File: config.mk
export PLATFORM = sky130hd
export DESIGN_NAME = clk_fps_flat
export DESIGN_NICKNAME = d
export VERILOG_FILES = /design/src/rtl/snake_pkg.sv /design/src/rtl/clk_fps_if.sv /design/src/rtl/clk_fps.sv /design/src/flat_wrapper.sv
export SDC_FILE = /design/constraint.sdc
export NUM_CORES = 1
export LEC_CHECK = 0
export CAP_MARGIN = 20
export CORE_ASPECT_RATIO = 0.7
export CORE_UTILIZATION = 63
export DETAILED_ROUTE_END_ITERATION = 10
export PLACE_DENSITY = 0.84
export RECOVER_POWER = 100
export SLEW_MARGIN = 30
export SYNTH_ARGS = -nofsm -noshare
export SYNTH_HDL_FRONTEND = slang
export SYNTH_SLANG_ARGS = --single-unit
File: constraint.sdc
create_clock -name clk -period 2.5 [get_ports clk]
set_clock_uncertainty 0.05 [all_clocks]
set_input_delay 0.375 -clock clk [delete_from_list [all_inputs] [get_ports clk]]
set_output_delay 0.375 -clock clk [all_outputs]
set_load 0.01 [all_outputs]
File: src/rtl/snake_pkg.sv
// Shared board constants for the snake game and the frame-rate divider helper.
package snake_pkg;

    localparam int unsigned CLK_HZ_BOARD = 100_000_000;
    localparam int unsigned FPS_HZ_GAME  = 10;

    // clk cycles per FPS half-period; rounds down and never drops below 1
    function automatic int unsigned half_cycles(input int unsigned clk_hz,
                                                input int unsigned fps_hz);
        int unsigned h;
        if (fps_hz == 0) return 1;
        h = clk_hz / (2 * fps_hz);
        return (h == 0) ? 1 : h;
    endfunction

endpackage

File: src/rtl/clk_fps_if.sv
// Frame-rate outputs: the divided clock FPS and its clk-domain rising-edge strobe.
interface clk_fps_if;

    logic FPS;
    logic fps_tick;

    modport master (output FPS, output fps_tick);
    modport slave  (input  FPS, input  fps_tick);

endinterface

File: src/rtl/clk_fps.sv
// Divides clk down to the game frame clock FPS (50% duty) and a one-cycle fps_tick
// strobe that marks each FPS rise for logic that stays in the clk domain.
module clk_fps
    import snake_pkg::*;
#(
    parameter int unsigned CLK_HZ = CLK_HZ_BOARD,
    parameter int unsigned FPS_HZ = FPS_HZ_GAME
) (
    input  logic      clk,
    input  logic      rst,
    clk_fps_if.master frame
);

    localparam int unsigned HALF = half_cycles(CLK_HZ, FPS_HZ);
    localparam int unsigned CW   = $clog2(HALF) + 1;
    localparam logic [CW-1:0] LAST = CW'(HALF - 1);

    if (FPS_HZ == 0 || 2 * FPS_HZ > CLK_HZ) begin : g_bad_ratio
        $error("clk_fps: FPS_HZ must be nonzero and at most CLK_HZ/2");
    end

    logic [CW-1:0] cnt;
    logic          fps;
    logic          tick;

    always_ff @(posedge clk or posedge rst) begin
        if (rst) begin
            cnt  <= '0;
            fps  <= 1'b0;
            tick <= 1'b0;
        end else if (cnt == LAST) begin
            cnt  <= '0;
            fps  <= ~fps;
            // strobe only on the 0->1 toggle, landing in the same cycle FPS rises
            tick <= ~fps;
        end else begin
            cnt  <= cnt + 1'b1;
            tick <= 1'b0;
        end
    end

    assign frame.FPS      = fps;
    assign frame.fps_tick = tick;

endmodule

File: src/flat_wrapper.sv
// flat-port wrapper written by rule: the top's interface ports become plain ports
module clk_fps_flat import snake_pkg::*;
#(
    parameter int unsigned CLK_HZ = CLK_HZ_BOARD,
    parameter int unsigned FPS_HZ = FPS_HZ_GAME
)
  (clk, rst, frame_FPS, frame_fps_tick);
  clk_fps_if frame_i ();
  input  logic clk;
  input  logic rst;
  output wire logic [$bits(frame_i.FPS)-1:0] frame_FPS;
  output wire logic [$bits(frame_i.fps_tick)-1:0] frame_fps_tick;
  assign frame_FPS = frame_i.FPS;
  assign frame_fps_tick = frame_i.fps_tick;
  clk_fps #(.CLK_HZ(CLK_HZ), .FPS_HZ(FPS_HZ)) u_core (.clk(clk), .rst(rst), .frame(frame_i));
endmodule
==> summary.txt, run 1 <==
Final layout
  • Final core utilization: 73.34%
  • Final nets: 134
  • Most common cell after layout, fill and taps aside: dfrtp_1
  • Ratio of cells with drive above 1 in the final layout: 6.923%
  • Diodes inserted: 0
  • Layout area overhead: 7.379%
  • Fillers: 143
  • Most frequent cells in the layout: dfrtp_1, xnor2_1, nand3_1

Global routing
  • Initial antenna violation count: 0
  • First-pass GRT wire length: 4.271 mm
  • Remaining global-route overflow: 0
  • Pin count of the biggest net entering global routing: 27
  • Vias in the first global route: 862
  • GRT Util Overall: 26.23%

Drt
  • Routed wire length: 2.531 mm
  • Via density: 6.434
  • DR WL/cell: 16.65 µm
  • DRT antenna net count: 0
  • Remaining design rule violation count: 0
  • Initial DRT Pass Iterations: 4
  • Initial DRC Count: 63
  • Via count: 978

Timing
  • Final min period: 2.100 ns
  • Hold Vio Cnt, Final: 0
  • Peak Freq: 0.4762 GHz
  • Slew HR: 10.64%
  • Slew @ Worst Pin: 1.340 ns
  • Tcrit/Tclk final: 84.00%
  • Slew Limit Fails: 0
  • Setup repair after global routing missed its margin: false
  • # setup viols final: 0
  • Fin Setup TNS: 0 ns

Placement
  • Port buffer count: 3
  • HPWL Detailed: 1.812 mm
  • Routability Congestion: 0.8956

Critical path
  • Worst path required time: 2.67 ns
  • Reg-to-reg endpoint: u_core.cnt[14]
  • Slowest stage delay, CP: 0.43 ns
  • Worst setup path class: reg -> reg
  • CP delay by family, top: simple AND/OR/NAND/NOR gates
  • Crit path cell chain: ha_1 > nand2_1 > or3_1 > nor3_2 > buf_4 > nor2_1
  • Crit start category: flip-flop
  • R2R Path Start: u_core.cnt[0]
  • WP buf/inv: 1
  • Crit path max-delay cell type: dfrtp_1
  • Crit-path max FO: 7
  • Worst reg2reg path depth: 6
  • Crit path DAT: 2.27 ns
  • R2r setup slk: 0.40 ns
  • CP Capture Type: flip-flop

Synth
  • Post-synthesis cell count: 124
  • Seq/Total Area, Yosys: 50.49%
  • Syn avg cell area: 10.39 µm²
  • Share of the synthesized area in the top cell type: 50.49%
  • #FFs+latches synth: 26
  • EDFF count, synth: 0
  • Ys Warns: 0
  • Area contributors post-synth: dfrtp_1, xnor2_1, nand3_1
  • FFs w/ async S/R, synth: 100.0%
  • Synthesized area: 0.001289 mm²
  • Top_reg_cell synth: dfrtp_1
  • Area leader, netlist: dfrtp_1
  • Synth Net Count: 127
  • Unique masters post-synth: 31

Clock tree
  • CTS max path bufs: 2
  • Worst-Skew Late Latency: 0.33 ns
  • CTS tree: yes
  • Postcts setup bufs: 0
  • Clk sinks: 26
  • Hold_buf cts: 0
  • H-Tree Depth: 1
  • Worst-path clk slew: 0.15 ns
  • CTS root buf: clkbuf_4
  • CTS buffer count: 3
  • Resize count post-CTS: 0

Floorplan
  • Die ar.: 0.002233 mm²
  • Chip width: 56.06 µm
  • I/O Pins: 4
  • Starting Density: 68.30%
  • Core Box Area: 0.001887 mm²
  • Die Ht: 39.84 µm
  • Num rows: 13

Min path
  • Worst Hold Endpoint: u_core.cnt[23]
  • Hold path startpoint: u_core.cnt[23]
  • Hold Crit Class: reg -> reg
  • Hold path depth: 1

Pwr
  • Net Sw Power: 0.1329 mW
  • Peak supply drop: 0.0005777 V
  • Leak: 0.5766 nW
  • Switching share of total power: 18.53%
  • Gate power share: 1.3%
  • Internal: 0.5844 mW
  • PwrDens: 518.3 mW/mm²
  • Clock share of power: 40.1%
  • Flop pwr share: 58.6%

Status
  • Outcome: finished, final reports clean

Job
  • Max-cap violations: 0
==> cell type report <==
class,instances,area [µm²],share of cell area (%)
sequential,26,650.6,47.02
multi-input combinational,90,593.1,42.86
clock buffer,3,22.52,1.627
inverter,4,15.01,1.085
timing repair buffer,6,45.04,3.255
tap,22,27.53,1.989
clock inverter,1,30.03,2.170
==> metrics by stage <==
stage | cell area, µm² | hold slack [ns] | power (mW) | worst slack (ns) | std cells
3_5_place_dp | 1348 | 0.4167 | 0.4395 | 0.4411 | 148
6_report | 1384 | 0.4371 | 0.7173 | 0.4001 | 152
3_3_place_gp | 1348 | 0.4144 | 0.4392 | 0.5733 | 148
4_1_cts | 1400 | 0.3382 | 0.7217 | 0.4381 | 152
5_1_grt | 1384 | 0.4578 | 0.7374 | 0.2760 | 152
2_1_floorplan | 1289 | 0.3650 | 0.4348 | 0.8036 | 124
==> logic make-up (layout without fill, tap and decap cells) <==
logic type,after synthesis,count (layout),share of synthesized area (%)
compound gates,11,11,5.146
xor+xnor,18,18,12.23
fa+ha+maj,1,1,0.9707
buf+inv,8,14,2.815
flops,26,26,50.49
simple gates,60,60,28.35
==> metal layers <==
| layer | part of all wire, % | global-route usage (%) | vias to the layer above |
|---|---|---|---|
| met5 | 0 | 0 | - |
| met4 | 0.51 | 4.878 | 0 |
| met3 | 5.1 | 7.591 | 2 |
| met2 | 42 | 38.69 | 29 |
| met1 | 52 | 38.35 | 486 |
| li1 | - | - | 461 |
==> registers in the layout, indices dropped and copies added, names as in the netlist <==
name                   count
u_core.frame.fps_tick      1
u_core.frame.FPS           1
u_core.cnt                24
==> synthesized netlist by cell type, types with 2 or more instances <==
library cell   n
nor4_1         3
nor4b_1        5
xnor2_1       14
xor2_1         4
a21oi_1        2
o21ai_0        6
dfrtp_1       26
nor2_1         9
nor3_1         4
buf_2          2
and4_1         2
nand3_1       10
and3_1         4
inv_1          4
nand2_1        6
nand4_1        8
==> how the worst max path moves through the flow <==
stage	depth (start not counted)	start	to	slack, ns
after CTS	5	u_core.cnt[2]	u_core.cnt[14]	0.44
after global placement	5	u_core.cnt[2]	u_core.cnt[3]	0.57
final	6	u_core.cnt[0]	u_core.cnt[14]	0.40
after floorplan	6	u_core.cnt[0]	u_core.frame.FPS	0.80
after detailed placement	6	u_core.cnt[0]	u_core.cnt[9]	0.44
after global routing	6	u_core.cnt[0]	u_core.cnt[14]	0.28
==> power by group through the flow <==
stage / sequential (mW) / clock [mW] / combinational [mW]
2_1_floorplan: 0.429 / 0 / 0.00624
3_3_place_gp: 0.428 / 0 / 0.0107
3_5_place_dp: 0.429 / 0 / 0.0110
4_1_cts: 0.421 / 0.290 / 0.0111
5_1_grt: 0.421 / 0.305 / 0.0117
6_report: 0.421 / 0.287 / 0.00938
(Power assumes the default switching activity.)
==> inputs of run 2 (changes only) <==
--- a/config.mk
+++ b/config.mk
@@ -7,9 +7,9 @@
 export LEC_CHECK = 0
 export CAP_MARGIN = 20
 export CORE_ASPECT_RATIO = 0.7
-export CORE_UTILIZATION = 63
+export CORE_UTILIZATION = 59
 export DETAILED_ROUTE_END_ITERATION = 10
-export PLACE_DENSITY = 0.84
+export PLACE_DENSITY = 0.8
 export RECOVER_POWER = 100
 export SLEW_MARGIN = 30
 export SYNTH_ARGS = -nofsm -noshare
==> constraint.sdc (replaced) <==
create_clock -name clk -period 2 [get_ports clk]
set_clock_uncertainty 0.05 [all_clocks]
set_input_delay 0.3 -clock clk [delete_from_list [all_inputs] [get_ports clk]]
set_output_delay 0.3 -clock clk [all_outputs]
set_load 0.01 [all_outputs]
==> summary.txt, run 2 (same netlist as run 1, synthesis figures left out) <==
Status
  • Outcome: finished with violations
  • Violated checks: design-rule violations

Drt
  • DRT antenna net count: 0
  • Remaining design rule violation count: 1
  • Routed wire length: 2.437 mm
  • Initial DRC Count: 57
  • Via count: 969
  • Initial DRT Pass Iterations: 7
  • DR WL/cell: 15.62 µm
  • Via density: 6.212

Global routing
  • Remaining global-route overflow: 0
  • Initial antenna violation count: 0
  • Pin count of the biggest net entering global routing: 27
  • Vias in the first global route: 789
  • First-pass GRT wire length: 3.898 mm
  • GRT Util Overall: 23.25%

Floorplan
  • Core Box Area: 0.001952 mm²
  • Die ar.: 0.002378 mm²
  • Starting Density: 66.03%
  • I/O Pins: 4
  • Num rows: 13
  • Die Ht: 41.10 µm
  • Chip width: 57.86 µm

Critical path
  • Crit-path max FO: 8
  • Crit start category: flip-flop
  • Crit path DAT: 2.08 ns
  • Crit path max-delay cell type: or4_4
  • Worst reg2reg path depth: 4
  • R2r setup slk: 0.13 ns
  • R2R Path Start: u_core.cnt[2]
  • CP Capture Type: flip-flop
  • Slowest stage delay, CP: 0.63 ns
  • Worst setup path class: reg -> reg
  • Crit path cell chain: nand3_1 > or4_4 > or3_1 > a21oi_2
  • Reg-to-reg endpoint: u_core.cnt[18]
  • Worst path required time: 2.21 ns

Clock tree
  • Resize count post-CTS: 0
  • Hold_buf cts: 0
  • Clk sinks: 26
  • CTS max path bufs: 2
  • CTS tree: yes
  • CTS buffer count: 3
  • Postcts setup bufs: 0
  • H-Tree Depth: 1
  • Worst-Skew Late Latency: 0.32 ns
  • Worst-path clk slew: 0.13 ns
  • CTS root buf: clkbuf_4

Timing
  • Peak Freq: 0.5350 GHz
  • Slew Limit Fails: 0
  • Slew HR: 8.337%
  • Setup repair after global routing missed its margin: false
  • Slew @ Worst Pin: 1.375 ns
  • Fin Setup TNS: 0 ns
  • Tcrit/Tclk final: 93.46%
  • Hold Vio Cnt, Final: 0
  • # setup viols final: 0
  • Final min period: 1.869 ns

Final layout
  • Ratio of cells with drive above 1 in the final layout: 8.955%
  • Diodes inserted: 0
  • Most common cell after layout, fill and taps aside: dfrtp_1
  • Final nets: 139
  • Fillers: 147
  • Max reg flops: 24
  • Layout area overhead: 8.059%
  • Most frequent cells in the layout: dfrtp_1, xnor2_1, nand3_1
  • Biggest register: u_core.cnt
  • Final core utilization: 71.35%

Placement
  • Routability Congestion: 0.8608
  • HPWL Detailed: 1.783 mm
  • Port buffer count: 3

Min path
  • Hold path depth: 1
  • Hold path startpoint: u_core.cnt[23]
  • Hold Crit Class: reg -> reg
  • Worst Hold Endpoint: u_core.cnt[23]

Pwr
  • PwrDens: 542.0 mW/mm²
  • Peak supply drop: 0.0004657 V
  • Leak: 0.5958 nW

Job
  • Max-cap violations: 0
## run 2: per-stage QoR
stage	hold WS [ns]	instances	power [mW]	setup slack, ns	cell area, µm²
after floorplan	0.2900	124	0.5434	0.3036	1289
after CTS	0.2792	156	0.7623	0.1252	1408
after global placement	0.4118	153	0.5491	0.1806	1385
after global routing	0.4725	156	0.7782	0.03130	1393
final	0.4379	156	0.7548	0.1308	1393
after detailed placement	0.4189	153	0.5495	0.1593	1385
## run 2: worst max path at each step
stage | startpoint | end | slack (ns)
finish | u_core.cnt[2] | u_core.cnt[18] | 0.13
global route | u_core.cnt[0] | u_core.cnt[1] | 0.03
CTS | u_core.cnt[2] | u_core.cnt[18] | 0.13
detailed placement | u_core.cnt[2] | u_core.cnt[18] | 0.16
global placement | u_core.cnt[0] | u_core.cnt[11] | 0.18
floorplan | u_core.cnt[0] | u_core.frame.FPS | 0.30
## run 2: power breakdown
part / internal, mW / leakage [nW] / switching [mW]
registers: 0.526 / 0.349 / 0
logic: 0.00219 / 0.233 / 0.0101
clock network: 0.0706 / 0.0138 / 0.146
total: 0.598 / 0.596 / 0.156
## run 2: final cells by class
| class | count | area, µm² | share of cell area (%) |
|---|---|---|---|
| inverter | 4 | 15.01 | 1.078 |
| clock buffer | 3 | 22.52 | 1.617 |
| tap | 22 | 27.53 | 1.977 |
| timing repair buffer | 11 | 68.82 | 4.942 |
| multi-input combinational | 90 | 608.1 | 43.67 |
| sequential | 26 | 650.6 | 46.72 |
## run 2: worst max-delay path: cells and delay by family, from the launching register on
family | cells | cell delay (ns)
compound gates | 1 | 0.13
flops | 1 | 0.42
simple gates | 3 | 1.22
## run 2: routing by layer
| metal | routed length, µm | global-route usage, % | vias up |
|---|---|---|---|
| met2 | 1012 | 34.20 | 21 |
| met5 | 0 | 0 | - |
| met1 | 1301 | 34.51 | 474 |
| li1 | - | - | 472 |
| met3 | 110 | 6.625 | 2 |
| met4 | 13 | 3.571 | 0 |
==> inputs of run 3 (changes only) <==
--- a/config.mk
+++ b/config.mk
@@ -9,6 +9,7 @@
 export CORE_ASPECT_RATIO = 0.7
 export CORE_UTILIZATION = 59
 export DETAILED_ROUTE_END_ITERATION = 10
+export GPL_TIMING_DRIVEN = 0
 export PLACE_DENSITY = 0.8
 export RECOVER_POWER = 100
 export SLEW_MARGIN = 30
==> summary.txt, run 3 (same netlist as run 1, synthesis figures left out) <==
Final layout
  • Biggest register: u_core.cnt
  • Final Instance Area: 0.001406 mm²
  • Post-Layout Cell Count: 154
  • Final core utilization: 72.05%
  • Ratio of cells with drive above 1 in the final layout: 12.12%
  • Most frequent cells in the layout: dfrtp_1, xnor2_1, nand3_1
  • Diodes inserted: 0
  • Final nets: 137
  • Most common cell after layout, fill and taps aside: dfrtp_1
  • Max reg flops: 24
  • Layout area overhead: 9.126%

Critical path
  • Crit-path max FO: 7
  • CP Capture Type: flip-flop
  • Reg-to-reg endpoint: u_core.cnt[18]
  • Slowest stage delay, CP: 0.56 ns
  • R2r setup slk: 0.12 ns
  • Crit path cell chain: buf_2 > nand4_2 > or4_4 > or3_1 > a21oi_2
  • Crit start category: flip-flop
  • Worst reg2reg path depth: 5
  • Crit path max-delay cell type: or4_4
  • Worst path required time: 2.20 ns
  • Worst setup path class: reg -> reg
  • R2R Path Start: u_core.cnt[7]
  • Crit path DAT: 2.08 ns

Placement
  • Routability Congestion: 0.8267
  • Pre-CTS WS: 0.01247 ns
  • Placed insts: 149
  • Area after DPL: 0.001346 mm²
  • HPWL Detailed: 1.789 mm
  • Port buffer count: 3

Drt
  • DRT antenna net count: 0
  • DR WL/cell: 16.39 µm
  • Via count: 998
  • Initial DRC Count: 42
  • Initial DRT Pass Iterations: 7
  • Via density: 6.481
  • Routed wire length: 2.524 mm
  • Remaining design rule violation count: 1

Pwr
  • Clock share of power: 28.4%
  • PwrDens: 533.1 mW/mm²
  • Final total power: 0.7498 mW
  • Leak: 0.5983 nW
  • Switching share of total power: 20.31%
  • Flop pwr share: 70.1%
  • Gate power share: 1.5%
  • Internal: 0.5975 mW
  • Peak supply drop: 0.0005234 V
  • Net Sw Power: 0.1523 mW

Min path
  • Hold path startpoint: u_core.frame.FPS
  • Hold Crit Class: reg -> reg
  • Hold path depth: 1
  • Worst Hold Endpoint: u_core.frame.fps_tick

Floorplan
  • Die Ht: 41.10 µm
  • Starting Density: 66.03%
  • Chip width: 57.86 µm
  • Die ar.: 0.002378 mm²
  • Core Box Area: 0.001952 mm²
  • Num rows: 13
  • I/O Pins: 4

Timing
  • Fin Setup TNS: 0 ns
  • # setup viols final: 0
  • Setup repair after global routing missed its margin: false
  • Slew HR: 35.88%
  • Slew @ Worst Pin: 0.9607 ns
  • Min Hold Slack: 0.4363 ns
  • Tcrit/Tclk final: 93.95%
  • Final min period: 1.879 ns
  • Hold Vio Cnt, Final: 0
  • Peak Freq: 0.5322 GHz
  • PnR worst setup slack: 0.1209 ns
  • Slew Limit Fails: 0

Clock tree
  • CTS max path bufs: 2
  • CTS buffer count: 3
  • CTS root buf: clkbuf_4
  • CTS tree: yes
  • Worst-path clk slew: 0.13 ns
  • Worst-Skew Late Latency: 0.31 ns
  • Clk sinks: 26
  • H-Tree Depth: 1
  • Hold_buf cts: 0

Global routing
  • GRT Util Overall: 24.71%
  • Pin count of the biggest net entering global routing: 27
  • First-pass GRT wire length: 4.084 mm
  • Vias in the first global route: 888
  • Initial antenna violation count: 0
  • Remaining global-route overflow: 0

Status
  • Outcome: finished with violations
  • Violated checks: design-rule violations

Job
  • Max-cap violations: 0
-- run 3: changes by cell type in the layout (fill, tap and decap cells not counted) --
cell	change
buf_2	+1
clkbuf_1	-3
nor3_2	+1
nor4b_2	+1
nor3_1	-1
ha_2	+1
dlygate4sd3_1	+1
clkbuf_2	-1
ha_1	-1
clkdlybuf4s50_1	-1
nor4b_1	-1
buf_6	+1
-- run 3: worst max-delay path by stage --
stage | from | end | slack [ns] | cells after the start
finish | u_core.cnt[7] | u_core.cnt[18] | 0.12 | 5
global route | u_core.cnt[7] | u_core.cnt[18] | 0.004 | 5
global placement | u_core.cnt[2] | u_core.cnt[23] | 0.10 | 5
floorplan | u_core.cnt[0] | u_core.frame.FPS | 0.30 | 6
CTS | u_core.cnt[0] | u_core.frame.FPS | 0.05 | 6
detailed placement | u_core.cnt[2] | u_core.cnt[23] | 0.01 | 5
-- run 3: repair_timing --
item                                    in CTS  in global routing
endpoints found under the setup margin       1                 11
setup buffers                                0                  2
gates resized for setup                      1                  4
-- run 3: final cells by class --
| type | count | area (µm²) |
|---|---|---|
| Sequential cell | 26 | 650.6 |
| Inverter | 4 | 15.01 |
| Tap cell | 22 | 27.53 |
| Timing Repair Buffer | 5 | 45.04 |
| Fill cell | 141 | 545.5 |
| Multi-Input combinational cell | 90 | 621.8 |
| Clock buffer | 3 | 22.52 |
| Buffer | 4 | 23.77 |
-- run 3: routing by layer --
layer | share of wire (%) | global-route usage (%)
met5 | 0 | 0
met4 | 0.52 | 10.12
met3 | 4.0 | 6.940
met2 | 45 | 38.51
met1 | 50 | 33.33
-- run 3: critical path: cells and delay by family, from the launching register on --
family / cells / cell delay (ns)
flip-flops: 1 / 0.34
AO/OA/AOI/OAI: 1 / 0.14
AND/OR/NAND/NOR: 3 / 1.10
buffers and inverters: 1 / 0.19
-- run 3: power groups by stage --
stage	clock, mW	sequential [mW]	combinational, mW
after floorplan	0	0.536	0.00780
after global placement	0	0.536	0.0122
after detailed placement	0	0.536	0.0125
after CTS	0.216	0.526	0.0124
after global routing	0.239	0.526	0.0136
final	0.213	0.526	0.0112
